**src/rtl/ctrl_pkt_pkg.sv**
```systemverilog
// Control packet header layout and arbiter FSM encodings shared by the
// configuration-path arbiter.
package ctrl_pkt_pkg;

   localparam int unsigned ETH_TYPE_LSB = 128;
   localparam int unsigned PROTO_LSB    = 216;
   localparam int unsigned UDP_PORT_LSB = 320;
   localparam int unsigned MOD_ID_LSB   = 368;
   localparam int unsigned RESV_LSB     = 380;
   localparam int unsigned INDEX_LSB    = 384;

   localparam logic [15:0] ETH_TYPE_VAL = 16'h0008;
   localparam logic [7:0]  PROTO_VAL    = 8'h11;
   localparam logic [3:0]  RESV_VAL     = 4'b0001;

   localparam logic [1:0] ST_IDLE = 2'd0;
   localparam logic [1:0] ST_HDR  = 2'd1;
   localparam logic [1:0] ST_PLD  = 2'd2;
   localparam logic [1:0] ST_GAP  = 2'd3;

endpackage

```
**src/rtl/ctrl_cfg_arbiter_rr_arbiter.sv**
```systemverilog
// Combinational round-robin pick: first set valid bit at or above ptr,
// wrapping modulo NUM_REQ.
module rr_arbiter #(
   parameter int unsigned NUM_REQ = 4
) (
   input  logic [NUM_REQ-1:0]         valid,
   input  logic [$clog2(NUM_REQ)-1:0] ptr,
   output logic [$clog2(NUM_REQ)-1:0] winner,
   output logic                       found
);

   localparam int unsigned IW = $clog2(NUM_REQ);

   logic [IW-1:0] idx;

   // Scan from the farthest offset down so the nearest hit to ptr wins.
   always_comb begin
      found  = 1'b0;
      winner = '0;
      idx    = '0;
      for (int i = NUM_REQ - 1; i >= 0; i--) begin
         idx = IW'((int'(ptr) + i) % NUM_REQ);
         if (valid[idx]) begin
            found  = 1'b1;
            winner = idx;
         end
      end
   end

endmodule

```
**src/rtl/ctrl_cfg_arbiter.sv**
```systemverilog
// Round-robin arbiter that serialises configuration requests into 2-beat
// control packets (header, payload) with an idle gap after each packet.
module ctrl_cfg_arbiter
   import ctrl_pkt_pkg::*;
#(
   parameter int unsigned C_S_AXIS_DATA_WIDTH  = 512,
   parameter int unsigned C_S_AXIS_TUSER_WIDTH = 128,
   parameter int unsigned NUM_REQ              = 4,
   parameter int unsigned ENTRY_W              = 256,
   parameter int unsigned GAP_CYCLES           = 2,
   parameter logic [15:0] CTRL_UDP_PORT        = 16'hf2f1
) (
   input  logic                                clk,
   input  logic                                rst,
   input  logic [NUM_REQ-1:0]                  req_valid,
   output logic [NUM_REQ-1:0]                  req_ready,
   input  logic [NUM_REQ*8-1:0]                req_mod_id,
   input  logic [NUM_REQ*8-1:0]                req_index,
   input  logic [NUM_REQ*ENTRY_W-1:0]          req_data,
   output logic [C_S_AXIS_DATA_WIDTH-1:0]      c_m_axis_tdata,
   output logic [C_S_AXIS_DATA_WIDTH/8-1:0]    c_m_axis_tkeep,
   output logic [C_S_AXIS_TUSER_WIDTH-1:0]     c_m_axis_tuser,
   output logic                                c_m_axis_tvalid,
   output logic                                c_m_axis_tlast,
   input  logic                                c_m_axis_tready,
   output logic                                busy,
   output logic [$clog2(NUM_REQ)-1:0]          grant_id,
   output logic [31:0]                         pkt_cnt
);

   localparam int unsigned IW = $clog2(NUM_REQ);
   localparam int unsigned KW = C_S_AXIS_DATA_WIDTH / 8;
   localparam int unsigned GW = (GAP_CYCLES > 1) ? $clog2(GAP_CYCLES) : 1;
   localparam logic [GW-1:0] GAP_LOAD = GW'((GAP_CYCLES > 0) ? GAP_CYCLES - 1 : 0);

   logic [1:0]         state_q, state_d;
   logic [IW-1:0]      rr_ptr_q;
   logic [IW-1:0]      grant_q;
   logic [7:0]         mod_id_q;
   logic [7:0]         index_q;
   logic [ENTRY_W-1:0] data_q;
   logic [GW-1:0]      gap_cnt_q;
   logic [31:0]        pkt_cnt_q;

   logic [IW-1:0]      arb_winner;
   logic               arb_found;
   logic               accept;
   logic               pld_done;

   rr_arbiter #(
      .NUM_REQ (NUM_REQ)
   ) u_rr_arbiter (
      .valid  (req_valid),
      .ptr    (rr_ptr_q),
      .winner (arb_winner),
      .found  (arb_found)
   );

   assign accept   = (state_q == ST_IDLE) && arb_found;
   assign pld_done = (state_q == ST_PLD) && c_m_axis_tready;

   always_comb begin
      state_d = state_q;
      case (state_q)
         ST_IDLE: if (arb_found) state_d = ST_HDR;
         ST_HDR:  if (c_m_axis_tready) state_d = ST_PLD;
         ST_PLD:  if (c_m_axis_tready) state_d = (GAP_CYCLES > 0) ? ST_GAP : ST_IDLE;
         ST_GAP:  if (gap_cnt_q == '0) state_d = ST_IDLE;
         default: state_d = ST_IDLE;
      endcase
   end

   always_ff @(posedge clk or posedge rst) begin
      if (rst) begin
         state_q   <= ST_IDLE;
         rr_ptr_q  <= '0;
         grant_q   <= '0;
         mod_id_q  <= '0;
         index_q   <= '0;
         data_q    <= '0;
         gap_cnt_q <= '0;
         pkt_cnt_q <= '0;
      end else begin
         state_q <= state_d;
         if (accept) begin
            mod_id_q <= req_mod_id[int'(arb_winner)*8 +: 8];
            index_q  <= req_index[int'(arb_winner)*8 +: 8];
            data_q   <= req_data[int'(arb_winner)*ENTRY_W +: ENTRY_W];
            grant_q  <= arb_winner;
            rr_ptr_q <= (arb_winner == IW'(NUM_REQ - 1)) ? '0 : arb_winner + IW'(1);
         end
         if (pld_done) begin
            pkt_cnt_q <= pkt_cnt_q + 32'd1;
            gap_cnt_q <= GAP_LOAD;
         end else if ((state_q == ST_GAP) && (gap_cnt_q != '0)) begin
            gap_cnt_q <= gap_cnt_q - GW'(1);
         end
      end
   end

   // Beats are built from registered state only, so a stalled beat stays bit-stable.
   always_comb begin
      c_m_axis_tdata  = '0;
      c_m_axis_tvalid = 1'b0;
      c_m_axis_tlast  = 1'b0;
      case (state_q)
         ST_HDR: begin
            c_m_axis_tvalid                        = 1'b1;
            c_m_axis_tdata[ETH_TYPE_LSB +: 16]     = ETH_TYPE_VAL;
            c_m_axis_tdata[PROTO_LSB +: 8]         = PROTO_VAL;
            c_m_axis_tdata[UDP_PORT_LSB +: 16]     = CTRL_UDP_PORT;
            c_m_axis_tdata[MOD_ID_LSB +: 8]        = mod_id_q;
            c_m_axis_tdata[RESV_LSB +: 4]          = RESV_VAL;
            c_m_axis_tdata[INDEX_LSB +: 8]         = index_q;
         end
         ST_PLD: begin
            c_m_axis_tvalid                = 1'b1;
            c_m_axis_tlast                 = 1'b1;
            c_m_axis_tdata[ENTRY_W-1:0]    = data_q;
         end
         default: ;
      endcase
   end

   assign req_ready      = (accept && !rst) ? (NUM_REQ'(1) << arb_winner) : '0;
   assign c_m_axis_tkeep = {KW{c_m_axis_tvalid}};
   assign c_m_axis_tuser = '0;
   assign busy           = (state_q != ST_IDLE);
   assign grant_id       = grant_q;
   assign pkt_cnt        = pkt_cnt_q;

endmodule

```
**config.mk**
```make
export PLATFORM = sky130hd
export DESIGN_NAME = ctrl_cfg_arbiter
export DESIGN_NICKNAME = d
export VERILOG_FILES = /design/src/rtl/ctrl_pkt_pkg.sv /design/src/rtl/ctrl_cfg_arbiter_rr_arbiter.sv /design/src/rtl/ctrl_cfg_arbiter.sv
export SDC_FILE = /design/constraint.sdc
export NUM_CORES = 1
export LEC_CHECK = 0
export CAP_MARGIN = 20
export CORE_AREA = 2 2 718 720
export DETAILED_ROUTE_END_ITERATION = 10
export DIE_AREA = 0 0 720 722
export PLACE_DENSITY = 0.31
export SKIP_CTS_REPAIR_TIMING = 1
export SKIP_LAST_GASP = 1
export SLEW_MARGIN = 20
export SYNTH_ARGS = -nofsm -noshare
export SYNTH_HDL_FRONTEND = slang
export SYNTH_SLANG_ARGS = --single-unit
```
**constraint.sdc**
```tcl
create_clock -name clk -period 18.85 [get_ports clk]
set_input_delay 5.655 -clock clk [delete_from_list [all_inputs] [get_ports clk]]
set_output_delay 5.655 -clock clk [all_outputs]
set_load 0.005 [all_outputs]
```
==> results.sh <==
export IMPL_crit_arrival_ns=8.81
export IMPL_grt_pass1_vias=27243
export IMPL_cts_tree="done"
export IMPL_clock_skew_ns=0.0260
export IMPL_cts_sinks=311
export IMPL_min_path_type="reg2reg"
export IMPL_cp_max_fo=4
export IMPL_synthArstFlopShare=1.00
export IMPL_end_kind="output pin"
export IMPL_ff_latch_area_um2=7780
export IMPL_rr_startpoint="rr_ptr_q[1]"
export IMPL_synth_ff_type="dfrtp_1"
export IMPL_dpl_cell_area_um2=45500
export IMPL_layout_drive_gt1_share=0.0576
export IMPL_cp_start_kind="input port"
export IMPL_finalMaxSlewViolations=0
export IMPL_min_period_ns=14.47
export IMPL_p_leak_nw=17.2
export IMPL_syn_area_um2=24700
export IMPL_cts_buffers=52
export IMPL_min_from="pkt_cnt[31]"
export IMPL_fmax_mhz=69.1
export IMPL_synth_common_cells="a211oi_1, buf_4, dfrtp_1, nor2_1, and3_1"
export IMPL_grt_max_degree=100
export IMPL_worstSetupPathType="in2out"
export IMPL_required_ns=13.19
export IMPL_start_util=0.0482
export IMPL_antenna_left=0
export IMPL_status="complete, no violations"
export IMPL_synth_area_leaders="dfrtp_1, a211oi_1, buf_4, mux2i_1, and3_1"
export IMPL_vias=27375
export IMPL_die_h_um=722
export IMPL_fin_setup_tns_ns=0
export IMPL_synthCells=2751
export IMPL_tightestPinTransition_ns=1.36
export IMPL_grt_pass1_wl_um=362000
export IMPL_grt_ovfl_total=0
export IMPL_synth_most_common_cell="a211oi_1"
export IMPL_grt_usage=0.110
export IMPL_p_per_area_nw_per_um2=127
export IMPL_synth_seq_cells=311
export IMPL_portBuffers=1482
export IMPL_core_um2=512000
export IMPL_finalSetupViolCount=0
export IMPL_ys_types=45
export IMPL_synth_edff_count=0
export IMPL_place_gp_congestion=0.903
export IMPL_drv_cap=0
export IMPL_multi_input_area_um2=13800
export IMPL_clk_path_buf_depth=3
export IMPL_yosys_area_top_type="dfrtp_1"
export IMPL_n_fill_cell=59309
export IMPL_insertion_delay_ns=0.73
export IMPL_final_hold_violation_count=0
export IMPL_syn2layout_area_growth_pct=92.2
export IMPL_drtIter0Drc=1824
export IMPL_die_x_um=720
export IMPL_timing_final_crit_share=0.768
export IMPL_cts_root_buf="clkbuf_16"
export IMPL_rsz0062_at_grt="false"
export IMPL_dp_hpwl_um=261000
export IMPL_design_die_area_um2=520000
export IMPL_nets=5144
export IMPL_slew_headroom=0.0678
export IMPL_ys_seq_area_frac=0.316
export IMPL_peakVddDrop_mv=0.0696
export IMPL_firstDrtPassIters=7
export IMPL_finish_instance_area_um2=47400
export IMPL_htreeDepth=2
export IMPL_io_pins=1840
export IMPL_antenna_found_initial=237
export IMPL_netlist_area_leader_share=0.316
export IMPL_wl_per_cell_um=27.6
export IMPL_rows=263
export IMPL_synth_avg_cell_area_um2=8.96
export IMPL_routed_wl_um=300000
export IMPL_avgViaCountPerCell=2.52
export IMPL_crit_start="req_valid[1]"
export IMPL_drcViolationCount=0
export IMPL_yosysWarnings=0
export IMPL_path_clk_slew_ns=0.06
==> kinds of logic (layout without fill, tap and decap cells) <==
logic type      Yosys count  in the layout  synth area share
compound gates          558            558             0.176
flops                   311            311             0.316
simple gates            887            887             0.196
other cells               1            393          0.000152
mux                     275            275             0.112
fa+ha+maj                 6              6           0.00304
buf+inv                 682           1658             0.187
xor+xnor                 31             31            0.0110
==> metrics by stage <==
step	total power, mW	util	setup slack (ns)	hold slack [ns]	std cells
after global placement	5.07	0.0887	1.73	0.470	10739
after detailed placement	5.08	0.0890	3.99	0.474	10746
after CTS	6.24	0.0924	3.97	0.485	10840
after global routing	6.41	0.0924	4.00	0.505	10842
after floorplan	2.95	-	0.361	0.468	3107
final	6.02	0.0926	4.38	0.483	10876
==> critical path, cell delays in order <==
cell and delay, ns:
clkdlybuf4s50_1 0.67, inv_1 0.18, a311oi_1 0.81, or2_2 0.35, inv_1 0.13, nor4_2 0.48
buf_6 0.20, buf_2 0.29
==> worst paths after layout <==
| check | to | slack, ns | cells after the start |
|---|---|---|---|
| worst max register to register | data_q[114] | 13.59 | 8 |
| worst min-delay path | pkt_cnt[31] | 0.48 | 1 |
| worst min register to register | pkt_cnt[31] | 0.48 | 1 |
| max in group asynchronous | data_q[90] | 10.44 | 5 |
| worst max-delay path | req_ready[0] | 4.38 | 8 |
| min in group asynchronous | data_q[213] | 5.73 | 2 |
==> cell type report <==
| type | instances | area share |
|---|---|---|
| clock inverters | 22 | 0.00570 |
| repair buffers | 1556 | 0.326 |
| clock buffers | 72 | 0.0318 |
| inverters | 8 | 0.000792 |
| flip-flops and latches | 311 | 0.164 |
| diodes | 36 | 0.00190 |
| well taps | 6757 | 0.178 |
| multi-input cells | 2114 | 0.291 |
==> cells in the final DEF (no fill, tap or decap), types with 6 or more instances in the layout <==
cell / n
nand3_1: 11
conb_1: 357
and2_1: 270
clkbuf_16: 53
a211oi_2: 37
buf_4: 70
clkbuf_1: 8
nor2_1: 280
xnor2_1: 25
clkbuf_8: 11
mux2i_1: 261
inv_1: 7
diode_2: 36
clkinv_2: 13
mux2i_2: 8
xor2_1: 6
nand2_1: 19
clkdlybuf4s50_1: 1477
dfrtp_1: 311
a211oi_1: 506
and3_1: 277
==> registers in the layout, summed over array words and instances, names as in the netlist <==
| register | cells |
|---|---|
| data_q | 256 |
| pkt_cnt | 32 |
| index_q | 8 |
| mod_id_q | 8 |
| grant_id | 2 |
| rr_ptr_q | 2 |
| state_q | 2 |
| gap_cnt_q | 1 |
==> power by group <==
group | switching [mW] | internal [mW] | leakage (nW)
Sequential | 0.255 | 0.982 | 3.52
Combinational | 2.11 | 1.60 | 12.8
Clock | 0.458 | 0.624 | 0.883
Total | 2.82 | 3.20 | 17.2
==> layer usage <==
| metal | vias to the layer above | GRT usage | share of wire |
|---|---|---|---|
| li1 | 11681 | - | - |
| met1 | 13574 | 0.133 | 0.41 |
| met2 | 1555 | 0.187 | 0.48 |
| met3 | 439 | 0.0411 | 0.092 |
| met4 | 126 | 0.0156 | 0.018 |
| met5 | - | 0 | 0.0029 |
Note: power is estimated with default switching activity, not from simulation.
